## config.mk

```make
export PLATFORM = sky130hd
export DESIGN_NAME = fetch_stage
export DESIGN_NICKNAME = d
export VERILOG_FILES = /design/src/rtl/fetch_stage.sv
export SDC_FILE = /design/constraint.sdc
export NUM_CORES = 1
export LEC_CHECK = 0
export ABC_CLOCK_PERIOD_IN_PS = 4100
export BUFFER_PORTS_ARGS = -buffer_cell sky130_fd_sc_hd__buf_2
export CAP_MARGIN = 5
export CORE_UTILIZATION = 42
export CTS_CLUSTER_DIAMETER = 50
export CTS_CLUSTER_SIZE = 8
export DETAILED_ROUTE_END_ITERATION = 6
export PLACE_DENSITY = 0.66
export SYNTH_ARGS = -nofsm -noshare
export SYNTH_HDL_FRONTEND = slang
export SYNTH_SLANG_ARGS = --single-unit
```

## constraint.sdc

```tcl
create_clock -name clk -period 4.1 [get_ports clk]
set_input_delay 0.82 -clock clk [delete_from_list [all_inputs] [get_ports clk]]
set_output_delay 0.82 -clock clk [all_outputs]
set_load 0.05 [all_outputs]
```

## src/rtl/fetch_stage.sv

```systemverilog
// Instruction fetch stage: PC sequencing, redirects, a one-entry stall skid
// buffer, the ID pipeline register and a saturating bubble counter.

// Property checker kept apart from the datapath.
module fetch_stage_checker (
    input logic clk,
    input logic reset_n,
    input logic pc_reset,
    input logic int_take,
    input logic pc_load,
    input logic dec_nop,
    input logic id_valid
);

    // Any redirect or bubble request must leave the ID register empty.
    a_kill_id: assert property (@(posedge clk) disable iff (!reset_n)
        (pc_reset || int_take || pc_load || dec_nop) |=> !id_valid);

endmodule

module fetch_stage #(
    parameter int                 PC_W       = 10,
    parameter int                 INSTR_W    = 18,
    parameter logic [PC_W-1:0]    INT_VECTOR = 10'h3FF,
    parameter logic [INSTR_W-1:0] NOP_INSTR  = 18'h00000
) (
    input  logic               clk,
    input  logic               reset_n,
    input  logic               pc_reset,
    input  logic               int_take,
    input  logic               pc_load,
    input  logic [PC_W-1:0]    branch_addr,
    input  logic               stall,
    input  logic               dec_nop,
    output logic [PC_W-1:0]    imem_addr,
    input  logic [INSTR_W-1:0] imem_data,
    output logic [INSTR_W-1:0] id_instr,
    output logic [PC_W-1:0]    id_pc,
    output logic               id_valid,
    output logic [PC_W-1:0]    ret_pc,
    output logic [15:0]        bubble_count
);

    localparam logic [PC_W-1:0] PC_ZERO = {PC_W{1'b0}};
    localparam logic [PC_W-1:0] PC_ONE  = {{(PC_W-1){1'b0}}, 1'b1};
    localparam logic [15:0]     BUB_MAX = 16'hFFFF;

    typedef enum logic [2:0] {
        ACT_CLEAR = 3'd0,
        ACT_INT   = 3'd1,
        ACT_LOAD  = 3'd2,
        ACT_HOLD  = 3'd3,
        ACT_ADV   = 3'd4
    } action_e;

    action_e            action_s;
    logic [PC_W-1:0]    pc_r, pc_s;
    logic [PC_W-1:0]    f_pc_r, f_pc_s;
    logic               f_valid_r, f_valid_s;
    logic [INSTR_W-1:0] hold_instr_r, hold_instr_s;
    logic               hold_valid_r, hold_valid_s;
    logic [INSTR_W-1:0] id_instr_r, id_instr_s;
    logic [PC_W-1:0]    id_pc_r, id_pc_s;
    logic               id_valid_r, id_valid_s;
    logic [PC_W-1:0]    ret_pc_r, ret_pc_s;
    logic [15:0]        bubble_count_r, bubble_count_s;
    logic [INSTR_W-1:0] fetched_instr_s;

    // The skid buffer, once filled by a stall, takes over from the memory port.
    assign fetched_instr_s = hold_valid_r ? hold_instr_r : imem_data;

    // Resolve the per-edge priority between redirects, stall and advance.
    always_comb begin
        if (pc_reset) begin
            action_s = ACT_CLEAR;
        end else if (int_take) begin
            action_s = ACT_INT;
        end else if (pc_load) begin
            action_s = ACT_LOAD;
        end else if (stall) begin
            action_s = ACT_HOLD;
        end else begin
            action_s = ACT_ADV;
        end
    end

    // Next-state computation for all fetch and ID state.
    always_comb begin
        pc_s           = pc_r;
        f_pc_s         = f_pc_r;
        f_valid_s      = f_valid_r;
        hold_instr_s   = hold_instr_r;
        hold_valid_s   = hold_valid_r;
        id_instr_s     = id_instr_r;
        id_pc_s        = id_pc_r;
        id_valid_s     = id_valid_r;
        ret_pc_s       = ret_pc_r;

        if (!id_valid_r && (bubble_count_r != BUB_MAX)) begin
            bubble_count_s = bubble_count_r + 16'd1;
        end else begin
            bubble_count_s = bubble_count_r;
        end

        case (action_s)
            ACT_CLEAR: begin
                pc_s           = PC_ZERO;
                f_valid_s      = 1'b0;
                hold_valid_s   = 1'b0;
                id_valid_s     = 1'b0;
                id_instr_s     = NOP_INSTR;
                bubble_count_s = 16'h0000;
            end
            ACT_INT: begin
                // Return to the oldest instruction not yet handed to decode.
                ret_pc_s     = f_valid_r ? f_pc_r : pc_r;
                pc_s         = INT_VECTOR;
                f_valid_s    = 1'b0;
                hold_valid_s = 1'b0;
                id_valid_s   = 1'b0;
                id_instr_s   = NOP_INSTR;
            end
            ACT_LOAD: begin
                pc_s         = branch_addr;
                f_valid_s    = 1'b0;
                hold_valid_s = 1'b0;
                id_valid_s   = 1'b0;
                id_instr_s   = NOP_INSTR;
            end
            ACT_HOLD: begin
                // Memory will return mem[pc] next cycle, so keep the in-flight word.
                if (!hold_valid_r && f_valid_r) begin
                    hold_instr_s = imem_data;
                    hold_valid_s = 1'b1;
                end else begin
                    hold_instr_s = hold_instr_r;
                    hold_valid_s = hold_valid_r;
                end
                if (dec_nop) begin
                    id_valid_s = 1'b0;
                    id_instr_s = NOP_INSTR;
                end else begin
                    id_valid_s = id_valid_r;
                    id_instr_s = id_instr_r;
                end
            end
            ACT_ADV: begin
                if (dec_nop) begin
                    id_valid_s = 1'b0;
                    id_instr_s = NOP_INSTR;
                end else begin
                    id_valid_s = f_valid_r;
                    id_instr_s = fetched_instr_s;
                    // id_pc only moves with a real instruction.
                    if (f_valid_r) begin
                        id_pc_s = f_pc_r;
                    end else begin
                        id_pc_s = id_pc_r;
                    end
                end
                f_pc_s       = pc_r;
                f_valid_s    = 1'b1;
                pc_s         = pc_r + PC_ONE;
                hold_valid_s = 1'b0;
            end
            default: begin
                pc_s      = pc_r;
                f_valid_s = f_valid_r;
            end
        endcase
    end

    // State registers with asynchronous clear.
    always_ff @(posedge clk or negedge reset_n) begin
        if (!reset_n) begin
            pc_r           <= PC_ZERO;
            f_pc_r         <= PC_ZERO;
            f_valid_r      <= 1'b0;
            hold_instr_r   <= NOP_INSTR;
            hold_valid_r   <= 1'b0;
            id_instr_r     <= NOP_INSTR;
            id_pc_r        <= PC_ZERO;
            id_valid_r     <= 1'b0;
            ret_pc_r       <= PC_ZERO;
            bubble_count_r <= 16'h0000;
        end else begin
            pc_r           <= pc_s;
            f_pc_r         <= f_pc_s;
            f_valid_r      <= f_valid_s;
            hold_instr_r   <= hold_instr_s;
            hold_valid_r   <= hold_valid_s;
            id_instr_r     <= id_instr_s;
            id_pc_r        <= id_pc_s;
            id_valid_r     <= id_valid_s;
            ret_pc_r       <= ret_pc_s;
            bubble_count_r <= bubble_count_s;
        end
    end

    assign imem_addr    = pc_r;
    assign id_instr     = id_instr_r;
    assign id_pc        = id_pc_r;
    assign id_valid     = id_valid_r;
    assign ret_pc       = ret_pc_r;
    assign bubble_count = bubble_count_r;

    fetch_stage_checker u_checker (
        .clk      (clk),
        .reset_n  (reset_n),
        .pc_reset (pc_reset),
        .int_take (int_take),
        .pc_load  (pc_load),
        .dec_nop  (dec_nop),
        .id_valid (id_valid)
    );

endmodule
```

==> impl_metrics.csv <==
group,metric,value,unit
status,outcome,"complete, no violations",
critical_path,critPathLaunchType,"input port",
critical_path,cpPeakStageDelay,590,ps
finish,fill_cells,948,
critical_path,critical_path_arrival,2750,ps
timing,hold_viol_final,0,
timing,setup_tns,0,ps
placement,dp_hpwl,6.64,mm
pwr,clkPwrFrac,31.7,%
critical_path,cp_cell_sequence,"buf_2 > nor3_4 > nand2b_1 > or3_4 > mux2_4",
pwr,switching_share,28.9,%
pwr,p_per_area,382,nW/um2
cts,cts_buffers,9,
synthesis,synth_cell_types,46,
global_route,grtUsageTotal,19.0,%
synthesis,synth-warning-count,0,
finish,seq_area,2380,um2
pwr,seqPwrFrac,53.7,%
timing,post-route-period-util,61.1,%
synthesis,syn_area,4370,um2
pwr,p_leak,2.47,nW
min_path,whs_endpoint,"ret_pc[9]$_DFFE_PN0N_",
detailed_routing,wl_per_cell,15.7,um
finish,syn2layout_area_growth,17.9,%
cts,cts_max_path_buffers,2,
timing,rsz0062_at_grt,"no",
critical_path,worst-r2r-cell-count,2,
cts,path_clk_slew,90,ps
synthesis,synth_area_per_cell,11.5,um2
detailed_routing,vias,3225,
detailed_routing,drt_iter0_markers,120,
placement,port_buffers,99,
synthesis,synth_edf_count,0,
die,dieArea,10800,um2
min_path,hold_class,"reg -> reg",
finish,nNetsFinal,509,
global_route,grt_pass1_wl,16.3,mm
die,ioPinCount,100,
finish,antenna_cells,0,
timing,slew_headroom,27.1,%
timing,period_needed,2500,ps
critical_path,end_kind,"flop",
cts,cts_root_buf,"clkbuf_8",
synthesis,synthArstFlopShare,100,%
timing,finalSetupViolCount,0,
die,core_area,9910,um2
die,die_h,104,um
cts,htreeDepth,3,
min_path,holdCritStartpoint,"ret_pc[9]$_DFFE_PN0N_",
global_route,grt_pass1_vias,3244,
detailed_routing,drc,0,
cts,post_cts_buffers,0,
cts,cts_num_sinks,95,
cts,clock_latency,360,ps
cts,cts_tree,"yes",
synthesis,synthCells,379,
timing,fmax,399,MHz
detailed_routing,first_pass_iters,4,
critical_path,timing.rr.end,"hold_instr_r[14]$_DFFE_PN0P_",
cts,cts_resized,0,
detailed_routing,ant_nets,0,
die,start_util,44.1,%
finish,multi_input_area,1860,um2
critical_path,crit_slowest_cell,"or3_4",
synthesis,synth_ff_type,"dfrtp_1",
critical_path,critPathMaxFanout,31,
synthesis,syn_nets,416,
critical_path,cp_num_buf_inv,1,
synthesis,ys_seq_area_share,54.5,%
detailed_routing,wirelength,9.60,mm
critical_path,rr_startpoint,"hold_valid_r$_DFFE_PN0P_",
placement,dp_slack,1200,ps
global_route,antenna_found_initial,0,
run,cap_violations,0,
synthesis,synth_top_area_share,54.5,%
timing,tightest_slew,1090,ps
die,fp.dieW,104,um
synthesis,synth_common_cells,"dfrtp_1, nand2_1, o21ai_0",
critical_path,crit_type,"in -> reg",
global_route,grt_max_degree,85,
pwr,worst_ir_drop_vdd,201,uV
critical_path,reg2reg_slack,1840,ps
finish,stdcell_count,610,
placement,gp_congestion,0.758,
pwr,p_int,1.40,mW
cts,hold_buffers,0,
synthesis,synth_most_common_cell,"dfrtp_1",
timing,worst_slack,1600,ps
pwr,p_switching,0.569,mW
critical_path,cp_top_family,"simple AND/OR/NAND/NOR gates",
critical_path,cp.required,4350,ps
global_route,overflow,0,
timing,fin_skew,5.54,ps
detailed_routing,viasPerCell,5.29,
min_path,whs_path_depth,2,
synthesis,synth_largest_area_cell,"dfrtp_1",
finish,drive_gt1_share,33.3,%
synthesis,synth_area_leaders,"dfrtp_1, mux2_2, mux2i_1",
placement,dpl.cell_count,594,
pwr,p_comb_share,14.6,%
die,rows,36,
synthesis,ys_ff_latch,95,
timing,slew_violations,0,
## per-layer routing
metal  wire, um  track usage (%)  vias to the layer above
met3        369             3.51                       15
li1           -                -                     1559
met2       4630             31.0                       78
met1       4400             24.6                     1573
met4        196             8.37                        0
met5          0                0                        -
## final cells by class
type | instances | share of cell area [%]
clock buffers | 12 | 2.82
clock inverters | 4 | 1.04
inverters | 6 | 0.437
multi-input cells | 258 | 36.2
flip-flops and latches | 95 | 46.2
well taps | 133 | 3.23
repair buffers | 102 | 10.1
## power groups by stage
stage               Combinational [mW]  Clock (mW)  Sequential (mW)
finish                           0.287       0.625             1.06
global route                     0.312       0.685             1.07
CTS                              0.291       0.649             1.06
detailed placement               0.290           0             1.08
global placement                 0.285           0             1.07
floorplan                        0.102           0             1.16
## how the worst max path moves through the flow
stage | startpoint | to | cells past startpoint
after global placement | pc_reset | id_pc[7]$_DFFE_PN0P_ | 5
after CTS | pc_reset | id_pc[5]$_DFFE_PN0P_ | 5
after global routing | pc_reset | id_pc[5]$_DFFE_PN0P_ | 5
after floorplan | int_take | id_pc[0]$_DFFE_PN0P_ | 7
after detailed placement | pc_reset | id_pc[5]$_DFFE_PN0P_ | 5
final | pc_reset | id_pc[5]$_DFFE_PN0P_ | 5
## metrics by stage
step           hold WS [ps]  power (mW)  cell area (um2)  utilization [%]
2_1_floorplan           471        1.27             4370                -
3_3_place_gp            458        1.36             4950             49.9
3_5_place_dp            465        1.37             4950             49.9
4_1_cts                 486        2.00             5150             52.0
5_1_grt                 511        2.07             5150             52.0
6_report                479        1.97             5150             52.0
## worst min-delay path, stage by stage, from the launching register on
cell     delay (ps)
dfrtp_1         350
nand2_1          40
o21ai_0          50
## cell usage in the layout, fill, tap and decap left out, types with 2 or more instances in the layout
master      Yosys  layout
a211oi_1        2       2
a21oi_1        18      18
a221oi_1        5       5
buf_2           7      98
buf_4           1       4
clkbuf_1        7       2
clkbuf_8        0      10
clkinvlp_4      0       2
dfrtp_1        95      95
ha_1            2       2
inv_1           6       6
mux2_2         28      28
mux2_4          9       9
mux2i_1        29      29
nand2_1        39      39
nand2b_1        5       5
nand3_1         6       6
nand4_1         6       6
nor2_1         10      10
nor2b_1         3       3
nor3_1          6       6
nor4_1          5       5
o21ai_0        36      36
o21bai_1        2       2
o22ai_1         4       4
o31ai_1         6       6
or3_1           7       7
or4_1           6       6
xnor2_1         5       5
xor2_1          3       3
## sequential cells by signal, summed over array words and instances, names as in the netlist
name	cells
f_pc_r	10
id_valid	1
imem_addr	10
id_instr	18
id_pc	10
bubble_count	16
hold_valid_r	1
f_valid_r	1
ret_pc	10
hold_instr_r	18
## logic make-up (layout without fill, tap and decap cells)
family / Yosys count / after routing / synth area share, %
muxes: 66 / 66 / 17.0
adders and majority gates: 2 / 2 / 0.573
and+or+nand+nor: 105 / 105 / 13.2
DFF: 95 / 95 / 54.5
AOI/OAI and AO/OA: 77 / 77 / 10.3
xor gates and xnor gates: 8 / 8 / 1.61
buffers and inverters: 26 / 124 / 2.87
(Power assumes the default switching activity.)
